## config.mk

```make
export PLATFORM = sky130hd
export DESIGN_NAME = evm_result_reader
export DESIGN_NICKNAME = d
export VERILOG_FILES = /design/src/rtl/evm_result_reader.sv
export SDC_FILE = /design/constraint.sdc
export NUM_CORES = 1
export LEC_CHECK = 0
export BUFFER_PORTS_ARGS = -buffer_cell sky130_fd_sc_hd__buf_2
export CAP_MARGIN = 20
export CORE_ASPECT_RATIO = 1.75
export CORE_MARGIN = 8
export CORE_UTILIZATION = 40
export CTS_CLUSTER_DIAMETER = 150
export DETAILED_ROUTE_END_ITERATION = 8
export GPL_ROUTABILITY_DRIVEN = 0
export PLACE_DENSITY_LB_ADDON = 0.2
export SYNTH_ARGS = -nofsm -noshare
export SYNTH_HDL_FRONTEND = slang
export SYNTH_SLANG_ARGS = --single-unit
```

## constraint.sdc

```tcl
create_clock -name clk -period 2.5 [get_ports clk]
set_input_delay 0.625 -clock clk [delete_from_list [all_inputs] [get_ports clk]]
set_output_delay 0.625 -clock clk [all_outputs]
set_load 0.005 [all_outputs]
```

## src/rtl/evm_result_reader.sv

```systemverilog
// EVM tally read-out: scans the four candidate counts through the select mux,
// picks the winner (lowest index among equals) and streams a 6-byte result frame.
module evm_result_reader #(
    parameter int unsigned CNT_W         = 4,
    parameter int unsigned SETTLE_CYCLES = 1,
    parameter logic [7:0]  HEADER        = 8'hA5
) (
    input  logic             clk,
    input  logic             reset,
    input  logic             start,
    output logic [1:0]       sel,
    input  logic [CNT_W-1:0] cnt_in,
    output logic [7:0]       tx_data,
    output logic             tx_valid,
    input  logic             tx_ready,
    output logic             busy,
    output logic             done,
    output logic [1:0]       winner,
    output logic             tie
);

    localparam logic [3:0] ST_IDLE     = 4'd0;
    localparam logic [3:0] ST_SELECT   = 4'd1;
    localparam logic [3:0] ST_WAIT     = 4'd2;
    localparam logic [3:0] ST_CAPTURE  = 4'd3;
    localparam logic [3:0] ST_SEND_HDR = 4'd4;
    localparam logic [3:0] ST_SEND_C0  = 4'd5;
    localparam logic [3:0] ST_SEND_C1  = 4'd6;
    localparam logic [3:0] ST_SEND_C2  = 4'd7;
    localparam logic [3:0] ST_SEND_C3  = 4'd8;
    localparam logic [3:0] ST_SEND_RES = 4'd9;
    localparam logic [3:0] ST_FIN      = 4'd10;

    localparam logic [3:0] SETTLE = 4'(SETTLE_CYCLES);

    logic [3:0]       state_q, state_d;
    logic [1:0]       idx_q, idx_d;
    logic [3:0]       wait_q, wait_d;
    logic [1:0]       sel_q, sel_d;
    logic [CNT_W-1:0] max_q, max_d;
    logic [1:0]       best_q, best_d;
    logic [1:0]       winner_q, winner_d;
    logic             tie_q, tie_d;

    logic [3:0]       slot_load;
    logic [3:0][7:0]  count_byte;
    logic [3:0]       max_match;
    logic             tie_calc;
    logic [7:0]       result_byte;

    // One capture register per candidate, plus its frame byte and tie contribution.
    genvar gi;
    generate
        for (gi = 0; gi < 4; gi++) begin : g_slot
            logic [CNT_W-1:0] slot_q;

            assign slot_load[gi] = (state_q == ST_CAPTURE) && (idx_q == 2'(gi));

            always_ff @(posedge clk) begin
                if (reset) begin
                    slot_q <= '0;
                end else if (slot_load[gi]) begin
                    slot_q <= cnt_in;
                end
            end

            assign count_byte[gi] = {2'(gi), 6'(slot_q)};
            assign max_match[gi]  = (slot_q == max_q) && (best_q != 2'(gi));
        end
    endgenerate

    assign tie_calc    = |max_match;
    assign result_byte = {tie_calc, 5'b0, best_q};

    always_comb begin
        state_d  = state_q;
        idx_d    = idx_q;
        wait_d   = wait_q;
        sel_d    = sel_q;
        max_d    = max_q;
        best_d   = best_q;
        winner_d = winner_q;
        tie_d    = tie_q;
        case (state_q)
            ST_IDLE: begin
                if (start) begin
                    state_d = ST_SELECT;
                    idx_d   = 2'd0;
                    max_d   = '0;
                    best_d  = 2'd0;
                end
            end
            ST_SELECT: begin
                sel_d   = idx_q;
                wait_d  = SETTLE;
                state_d = ST_WAIT;
            end
            ST_WAIT: begin
                wait_d = wait_q - 4'd1;
                if (wait_d == 4'd0) begin
                    state_d = ST_CAPTURE;
                end
            end
            ST_CAPTURE: begin
                // Strictly greater keeps the lowest index among equal counts.
                if (cnt_in > max_q) begin
                    max_d  = cnt_in;
                    best_d = idx_q;
                end
                if (idx_q == 2'd3) begin
                    state_d = ST_SEND_HDR;
                end else begin
                    idx_d   = idx_q + 2'd1;
                    state_d = ST_SELECT;
                end
            end
            ST_SEND_HDR: if (tx_ready) state_d = ST_SEND_C0;
            ST_SEND_C0:  if (tx_ready) state_d = ST_SEND_C1;
            ST_SEND_C1:  if (tx_ready) state_d = ST_SEND_C2;
            ST_SEND_C2:  if (tx_ready) state_d = ST_SEND_C3;
            ST_SEND_C3:  if (tx_ready) state_d = ST_SEND_RES;
            ST_SEND_RES: if (tx_ready) state_d = ST_FIN;
            ST_FIN: begin
                winner_d = best_q;
                tie_d    = tie_calc;
                state_d  = ST_IDLE;
            end
            default: state_d = ST_IDLE;
        endcase
    end

    always_ff @(posedge clk) begin
        if (reset) begin
            state_q  <= ST_IDLE;
            idx_q    <= 2'd0;
            wait_q   <= 4'd0;
            sel_q    <= 2'd0;
            max_q    <= '0;
            best_q   <= 2'd0;
            winner_q <= 2'd0;
            tie_q    <= 1'b0;
        end else begin
            state_q  <= state_d;
            idx_q    <= idx_d;
            wait_q   <= wait_d;
            sel_q    <= sel_d;
            max_q    <= max_d;
            best_q   <= best_d;
            winner_q <= winner_d;
            tie_q    <= tie_d;
        end
    end

    // Frame bytes come from captured registers only, so they hold while stalled.
    always_comb begin
        tx_data  = 8'h00;
        tx_valid = 1'b0;
        case (state_q)
            ST_SEND_HDR: begin tx_data = HEADER;        tx_valid = 1'b1; end
            ST_SEND_C0:  begin tx_data = count_byte[0]; tx_valid = 1'b1; end
            ST_SEND_C1:  begin tx_data = count_byte[1]; tx_valid = 1'b1; end
            ST_SEND_C2:  begin tx_data = count_byte[2]; tx_valid = 1'b1; end
            ST_SEND_C3:  begin tx_data = count_byte[3]; tx_valid = 1'b1; end
            ST_SEND_RES: begin tx_data = result_byte;   tx_valid = 1'b1; end
            default:     begin tx_data = 8'h00;         tx_valid = 1'b0; end
        endcase
    end

    assign sel    = sel_q;
    assign busy   = (state_q != ST_IDLE) && (state_q != ST_FIN);
    assign done   = (state_q == ST_FIN);
    assign winner = winner_q;
    assign tie    = tie_q;

endmodule

```

# --- Yosys cells after proc, flatten, opt, wreduce, memory -nomap -nowiden ---
# Cells that the tools add are included.
word_totals:
  ff_bits: 37
  output_inout_bits: 16
  wordCells: 88
classes:
  order_cmp: 1
  n_reduce_logical: 21
  eq_ne: 31
  n_mux: 21
  add_sub_neg: 2
op_table:
  columns: ["operator", "count"]
  rows:
  - ["8-bit one-hot mux with 6 select lines", 1]
  - ["4-bit two-way mux", 10]
  - ["4-bit one-hot mux with 10 select lines", 1]
  - ["2-bit != test (second input constant)", 11]
  - ["4-bit by 3-bit equality test with 1-bit output (second input constant)", 4]
  - ["4-bit equality test", 4]
  - ["4-bit one-hot mux with 2 select lines", 2]
  - ["4-bit equality test (second input constant)", 3]
  - ["1-bit logical AND", 9]
  - ["4-bit by 2-bit equality test with 1-bit output (second input constant)", 2]
  - ["4-bit logical NOT", 2]
  - ["2-bit one-hot mux with 2 select lines", 2]
  - ["8-bit AND reduction", 1]
  - ["2-bit two-way mux", 3]
  - ["3-bit AND reduction", 2]
  - ["2-bit nonzero test", 3]
  - ["6-bit OR reduction", 1]
  - ["2-bit equality test (second input constant)", 2]
  - ["4-bit by 1-bit equality test with 1-bit output (second input constant)", 1]
  - ["4-bit > comparator", 1]
  - ["2-bit by 1-bit != test with 1-bit output (second input constant)", 2]
  - ["4-bit != test (second input constant)", 1]
  - ["4-bit nonzero test", 1]
  - ["4-bit OR reduction", 1]
  - ["other kinds (6)", 6]

# --- Longest topological paths before layout ---
# Gate-level depths: netlist of the first run.
depth:
  ltp_word: 4
  ltp_mapped: 8
  depth_no_buf: 7

# --- Worst setup path after synthesis of the first run ---
# OpenSTA, ideal clock, no wires.
synth_timing:
  path_type: "input to register"
  start: "input port cnt_in[3]"
  end: "register best_q[0]"
  stages: 6
  arrival_time_ns: 1.892
  slack_ns: 0.548
  path_buffers: 0
  required_time_ns: 2.440
  cell_sequence: "ha_1 -> and4b_4 -> a211oi_4 -> o21ai_2 -> a21oi_4 -> a22o_1"
synth_via:
  elab_chain_cells: 3
synth_rtl:
  columns: ["element", "line", "source"]
  rows:
  - ["start, declared", "12", "input logic [CNT_W-1:0] cnt_in,"]
  - ["4-bit > comparator", "106", "if (cnt_in > max_q) begin"]
  - ["2-bit by 1-bit != test with 1-bit output (no source line)", null, null]
  - ["3-bit AND reduction (no source line)", null, null]
  - ["end signal, assigned", "148", "best_q <= best_d;"]
  - ["end, declared", "41", "logic [1:0] best_q, best_d;"]
# No other way between the ends.
# A chain may end at the register's enable or synchronous reset.

# --- Worst setup path in the final report of the first run ---
layout_timing:
  start: "register state_q[3]"
  end: "output port tx_data[0]"
layout_via:
  elab_chain_cells: 2
  word_cells_on_any_way: 7
layout_rtl:
  columns: ["element", "line", "source"]
  rows:
  - ["start, declared", "36", "logic [3:0] state_q, state_d;"]
  - ["start signal, assigned", "143", "state_q <= state_d;"]
  - ["4-bit equality test or 4-bit by 3-bit equality test with 1-bit output (tied branches)", "158", "case (state_q)"]
  - ["8-bit one-hot mux with 6 select lines (*)", "158", null]
  - ["end, declared", "13", "output logic [7:0] tx_data,"]
# Mark *: on every way between the ends. The rest lies on a longest branch, timed or not.

==> flow_metrics.py, run 1 <==
metrics = {
    "setup_path": {
        "path_cells": "and2b_1 -> a221oi_1 -> a21oi_1 -> buf_2",
        "critPathCapture": "tx_data[0]",
        "crit_cells": 4,
        "r2r-end": "idx_q[0]$_SDFFE_PP0P_",
        "max_stage_delay_ps": 590,
        "worstPathArrival_ps": 1740,
        "slowest_stage": "dfxtp_1",
        "startpoint": "state_q[3]$_SDFFE_PP0P_",
        "r2r_setup_slack_ps": 460,
        "crit-reg2reg-launch": "state_q[0]$_SDFFE_PP0P_",
        "critPathMaxFanout": 16,
        "cp.required_ps": 1880,
        "crit_family": "flip-flops",
        "critPathCaptureType": "output pin",
        "ff2ff_path_depth": 6,
        "startpoint_type": "flip-flop",
        "critical_path_buf_inv_count": 1,
        "critPathKind": "reg -> out",
    },
    "floorplan": {
        "die_w_um": 73.6,
        "initial_core_util": 0.405,
        "std_cell_rows": 37,
        "fp.dieH_um": 117,
        "die_area_sq_mm": 0.00860,
        "io_pins": 24,
        "core_area_sq_mm": 0.00574,
    },
    "clocking": {
        "cts_root_buffer": "clkbuf_8",
        "clk_path_buf_depth": 2,
        "cts_tree": "built",
        "htreeDepth": 2,
        "ctsResizeCount": 0,
        "cts_made_buffers": 5,
        "clkSinkCount": 37,
        "cts_hold_buf": 0,
        "clk-insertion-delay-late_ps": 290,
        "clkTransAtPathRegs_ps": 80,
        "post_cts_buffers": 0,
    },
    "place": {
        "hpwl_mm": 4.49,
        "port_buffers": 22,
        "placed_cell_area_sq_mm": 0.00244,
    },
    "route": {
        "num_vias": 2043,
        "antenna_left": 0,
        "drt_iter0_drc": 119,
        "viasPerCell": 5.39,
        "drt_wl_total_mm": 5.83,
        "dr.pass1.iters": 5,
        "post-route-drc-count": 0,
        "wl_per_cell_um": 15.4,
    },
    "sta": {
        "hold_viol": 0,
        "setup_viol_count_final": 0,
        "maxSlewViolCount": 0,
        "min_period_ps": 2370,
        "fin_skew_ps": 8.63,
        "setup_tns_ps": 0,
        "max_freq_mhz": 422,
        "max-slew-margin-rel": 0.536,
        "rsz0062_at_grt": "no",
        "fin_crit_sh": 0.947,
        "worst_slew_pin_slew_ps": 697,
    },
    "finish": {
        "drive_above_1_share": 0.153,
        "antennaDiodeCount": 0,
        "fillers": 629,
        "area_delta_synth_final_pct": 8.78,
        "fin_nets": 319,
        "fin_area_sq_mm": 0.00253,
    },
    "grt": {
        "overflow": 0,
        "grt_pass1_vias": 1949,
        "grt_first_pass_wirelength_mm": 9.55,
        "grtUsageTotal": 0.145,
        "antenna_found_initial": 0,
        "grt_max_degree": 34,
    },
    "synth": {
        "async_reset_ff_frac": 0,
        "synth_top_flop_cell": "dfxtp_1",
        "syn_nets": 307,
        "ys.warnings.count": 0,
        "synth-seq-area-share": 0.319,
        "synth_seq_cells": 37,
        "syn_inst": 289,
        "ys_types": 53,
        "syn_area_sq_mm": 0.00232,
        "synth_edf_count": 0,
        "synth.avg_cell_area_sq_um": 8.04,
    },
    "outcome": {
        "outcome": "complete, no violations",
    },
    "hold_path": {
        "hp-class": "reg -> reg",
    },
    "pwr": {
        "power_density_mw_per_mm2": 630,
        "finalPower_uw": 1590,
        "power_leakage_uw": 0.000920,
        "ir_worst_vdd_mv": 0.275,
    },
    "run": {
        "drv_cap": 0,
    },
}
==> logic make-up (layout without fill, tap and decap cells) <==
kind of cell / count (synthesis) / count (layout) / share of synthesized area
fa+ha+maj: 11 / 11 / 0.0582
mux: 8 / 8 / 0.0350
xor+xnor: 16 / 16 / 0.0603
buf+inv: 33 / 45 / 0.0727
other cells: 1 / 1 / 0.00161
flops: 37 / 37 / 0.319
compound gates: 74 / 74 / 0.209
simple gates: 109 / 109 / 0.244
==> layer usage <==
layer,wire (um),GRT usage,vias up
li1,-,-,1032
met1,2370,0.153,958
met2,3100,0.263,40
met3,170,0.0222,13
met4,192,0.0779,0
met5,0,0,-
==> layout make-up <==
| class | instances | area, sq um | share of cell area |
|---|---|---|---|
| Tap cell | 78 | 97.6 | 0.0386 |
| Clock buffer | 7 | 86.3 | 0.0342 |
| Timing Repair Buffer | 27 | 148 | 0.0584 |
| Multi-Input combinational cell | 219 | 1410 | 0.559 |
| Inverter | 11 | 41.3 | 0.0163 |
| Sequential cell | 37 | 741 | 0.293 |
==> synthesized netlist by cell type (2+ instances only) <==
library cell	number	area (sq um)
nor2_1	17	63.8
nand4_1	5	31.3
clkbuf_1	6	22.5
ha_1	10	125
buf_2	8	40.0
buf_6	2	22.5
a31oi_1	4	25.0
inv_1	10	37.5
dfxtp_1	37	741
xnor2_1	16	140
a21oi_1	32	160
or3b_1	2	17.5
nor3_1	3	15.0
a22o_1	6	52.6
nand3_1	22	110
and3_1	2	12.5
nand2_1	33	124
buf_4	5	37.5
o22ai_1	3	18.8
a22oi_1	3	22.5
nor2b_1	4	25.0
o21ai_0	12	60.1
or3_1	2	12.5
a211oi_1	2	15.0
nand2b_1	8	50.1
mux2i_1	7	70.1
o22a_1	2	17.5
==> placed cells by master (no fill, tap or decap), drive strengths merged, types with 5 or more instances in the layout <==
cell	count
clkbuf	7
nand3	22
xnor2	16
nand2b	8
a21oi	34
nor2	17
mux2i	7
buf	27
nand4	5
nand2	33
ha	10
inv	11
dfxtp	37
a22o	6
o21ai	13
==> stage by stage <==
stage | utilization | instances | worst slack (ps) | hold WS (ps)
4_1_cts | 0.440 | 379 | 115 | 478
3_3_place_gp | 0.425 | 372 | 310 | 473
5_1_grt | 0.440 | 379 | 16.3 | 498
2_1_floorplan | - | 289 | 548 | 457
6_report | 0.440 | 379 | 132 | 477
3_5_place_dp | 0.425 | 372 | 273 | 467
==> worst min path at each step <==
stage / startpoint / endpoint / slack [ps] / cells after the start
floorplan: g_slot[1].slot_q[0]$_SDFFE_PP0P_ / g_slot[1].slot_q[0]$_SDFFE_PP0P_ / 460 / 2
global placement: sel[0]$_SDFFE_PP0P_ / sel[0]$_SDFFE_PP0P_ / 470 / 2
CTS: sel[0]$_SDFFE_PP0P_ / sel[0]$_SDFFE_PP0P_ / 480 / 2
detailed placement: sel[0]$_SDFFE_PP0P_ / sel[0]$_SDFFE_PP0P_ / 470 / 2
global route: g_slot[2].slot_q[3]$_SDFFE_PP0P_ / g_slot[2].slot_q[3]$_SDFFE_PP0P_ / 500 / 2
finish: sel[0]$_SDFFE_PP0P_ / sel[0]$_SDFFE_PP0P_ / 480 / 2
==> report_power, final <==
part / total, uW / internal (uW) / switching, uW
Combinational: 479 / 207 / 272
Clock: 429 / 219 / 210
Sequential: 684 / 623 / 60.6
==> worst reg2reg max path: stages, from the launching register on <==
cell	delay (ps)
dfxtp_1	550
buf_4	310
and4bb_2	550
nand2_1	240
a21oi_1	190
a21oi_1	50
nor2_1	80
==> flip-flops by register name, summed over array words and instances, names as in the netlist <==
name / cells
tie: 1
wait_q: 4
sel: 2
max_q: 4
state_q: 4
idx_q: 2
winner: 2
best_q: 2
g_slot.slot_q: 16
No activity file was read; power rests on OpenSTA's default activity.
==> run 2, diff against run 1 <==
--- a/config.mk
+++ b/config.mk
@@ -13,7 +13,7 @@
 export CTS_CLUSTER_DIAMETER = 150
 export DETAILED_ROUTE_END_ITERATION = 8
 export GPL_ROUTABILITY_DRIVEN = 0
-export PLACE_DENSITY_LB_ADDON = 0.2
+export PLACE_DENSITY = 0.69
 export SYNTH_ARGS = -nofsm -noshare
 export SYNTH_HDL_FRONTEND = slang
 export SYNTH_SLANG_ARGS = --single-unit
==> run 2 against run 1 <==
Effect of this change: critical path depth up 2; cell area up 1.3%; global-route usage up 0.50 points; combinational power up 4.8%; sequential share of layout area down 0.14 points; worst hold slack better by 3.7 ps; critical path type unchanged.
==> flow_metrics.py, run 2 (synthesis gave the netlist of run 1 again) <==
metrics = {
    "pwr": {
        "finalPower_uw": 1610,
        "power_leakage_uw": 0.000936,
        "ir_worst_vdd_mv": 0.198,
        "power_density_mw_per_mm2": 630,
    },
    "setup_path": {
        "cp.required_ps": 1880,
        "path_common_cell": "a21oi_1",
        "r2r-end": "max_q[2]$_SDFFE_PP0P_",
        "slowest_stage": "dfxtp_1",
        "critical_path_buf_inv_count": 1,
        "path_cells": "and2b_1 -> nand2_1 -> a21oi_1 -> a21oi_1 -> a21oi_1 -> buf_2",
        "max_stage_delay_ps": 450,
        "critPathCaptureType": "output pin",
        "critPathMaxFanout": 16,
        "worstPathArrival_ps": 1750,
        "crit-reg2reg-launch": "max_q[2]$_SDFFE_PP0P_",
        "ff2ff_path_depth": 7,
        "crit_family": "simple AND/OR/NAND/NOR gates",
        "critPathKind": "reg -> out",
        "startpoint_type": "flip-flop",
        "r2r_setup_slack_ps": 530,
    },
    "grt": {
        "overflow": 0,
        "grt_pass1_vias": 2020,
        "grtUsageTotal": 0.150,
        "grt_first_pass_wirelength_mm": 9.75,
        "antenna_found_initial": 0,
        "grt_max_degree": 34,
    },
    "route": {
        "wl_per_cell_um": 15.9,
        "viasPerCell": 5.50,
        "dr.pass1.iters": 4,
        "num_vias": 2097,
        "post-route-drc-count": 0,
        "drt_wl_total_mm": 6.07,
        "antenna_left": 0,
        "drt_iter0_drc": 104,
    },
    "clocking": {
        "htreeDepth": 2,
        "cts_hold_buf": 0,
        "clkTransAtPathRegs_ps": 70,
        "clk-insertion-delay-late_ps": 290,
        "cts_tree": "built",
        "cts_root_buffer": "clkbuf_8",
        "ctsResizeCount": 0,
        "post_cts_buffers": 0,
        "cts_made_buffers": 5,
        "clk_path_buf_depth": 2,
        "clkSinkCount": 37,
    },
    "floorplan": {
        "die_w_um": 73.6,
        "die_area_sq_mm": 0.00860,
        "io_pins": 24,
        "fp.dieH_um": 117,
        "core_area_sq_mm": 0.00574,
        "initial_core_util": 0.405,
        "std_cell_rows": 37,
    },
    "hold_path": {
        "hp-class": "reg -> reg",
        "holdPathStages": 2,
        "hold_end": "sel[1]$_SDFFE_PP0P_",
        "min_from": "sel[1]$_SDFFE_PP0P_",
    },
    "sta": {
        "rsz0062_at_grt": "no",
        "setup_viol_count_final": 0,
        "setup_ws_ps": 122,
        "worst_slew_pin_slew_ps": 702,
        "max-slew-margin-rel": 0.532,
        "fin_crit_sh": 0.951,
        "fin_skew_ps": 3.70,
        "maxSlewViolCount": 0,
        "hold_viol": 0,
        "max_freq_mhz": 421,
        "setup_tns_ps": 0,
        "min_period_ps": 2380,
    },
    "finish": {
        "fin_area_sq_mm": 0.00256,
        "largest_reg_flops": 16,
        "regMostFlops": "g_slot.slot_q",
        "layout_common_cells": "33 x nand2_1, 32 x a21oi_1, 32 x dfxtp_1",
        "antennaDiodeCount": 0,
        "final_common_cell": "nand2_1",
        "drive_above_1_share": 0.175,
        "fin_nets": 321,
        "area_delta_synth_final_pct": 10.2,
    },
    "place": {
        "post-place-ws_ps": 268,
        "hpwl_mm": 4.65,
        "port_buffers": 22,
        "placed_cell_area_sq_mm": 0.00247,
    },
    "run": {
        "drv_cap": 0,
    },
    "outcome": {
        "outcome": "complete, no violations",
    },
}
-- run 2: changes by cell type in the layout (fill, tap and decap cells not counted) --
| cell | previous run | this run |
|---|---|---|
| dfxtp_1 | 37 | 32 |
| dfxtp_2 | 0 | 5 |
| buf_12 | 0 | 1 |
| buf_4 | 5 | 6 |
-- run 2: area by class of cell --
cell class                      count  area (sq um)
Sequential cell                    37           747
Timing Repair Buffer               29           175
Inverter                           11          41.3
Multi-Input combinational cell    219          1410
Tap cell                           78          97.6
Fill cell                         601          3180
Clock buffer                        7          86.3
-- run 2: where the power goes --
group	internal (uW)	switching, uW	leakage [uW]
clock	219	205	0.0000443
combinational	222	280	0.000590
sequential	625	62.1	0.000301
total	1070	547	0.000936
-- run 2: per-stage QoR --
stage	hold WS [ps]	cells	util
2_1_floorplan	457	289	-
3_3_place_gp	462	374	0.430
3_5_place_dp	474	374	0.430
4_1_cts	484	381	0.445
5_1_grt	519	381	0.446
6_report	481	381	0.446
-- run 2: worst reg2reg max path: stages, from the launching register on --
cell	delay, ps
dfxtp_2	440
inv_1	70
ha_1	300
a21o_1	220
a211oi_4	320
o21ai_2	120
a21oi_4	250
a22o_1	180
-- run 2: worst max-delay path by stage --
stage | end | startpoint | depth (start not counted)
final | tx_data[2] | state_q[3]$_SDFFE_PP0P_ | 6
after global routing | tx_data[7] | state_q[1]$_SDFFE_PP0P_ | 6
after CTS | tx_data[7] | max_q[0]$_SDFFE_PP0P_ | 6
after detailed placement | max_q[2]$_SDFFE_PP0P_ | cnt_in[3] | 7
after global placement | best_q[1]$_SDFFE_PP0P_ | cnt_in[3] | 7
after floorplan | best_q[0]$_SDFFE_PP0P_ | cnt_in[3] | 6
-- run 2: layer usage --
metal,up-vias,global-route usage,wire [um]
met5,-,0,0
met4,0,0.129,415
met3,26,0.0273,260
met2,70,0.275,3220
met1,963,0.135,2170
li1,1038,-,-
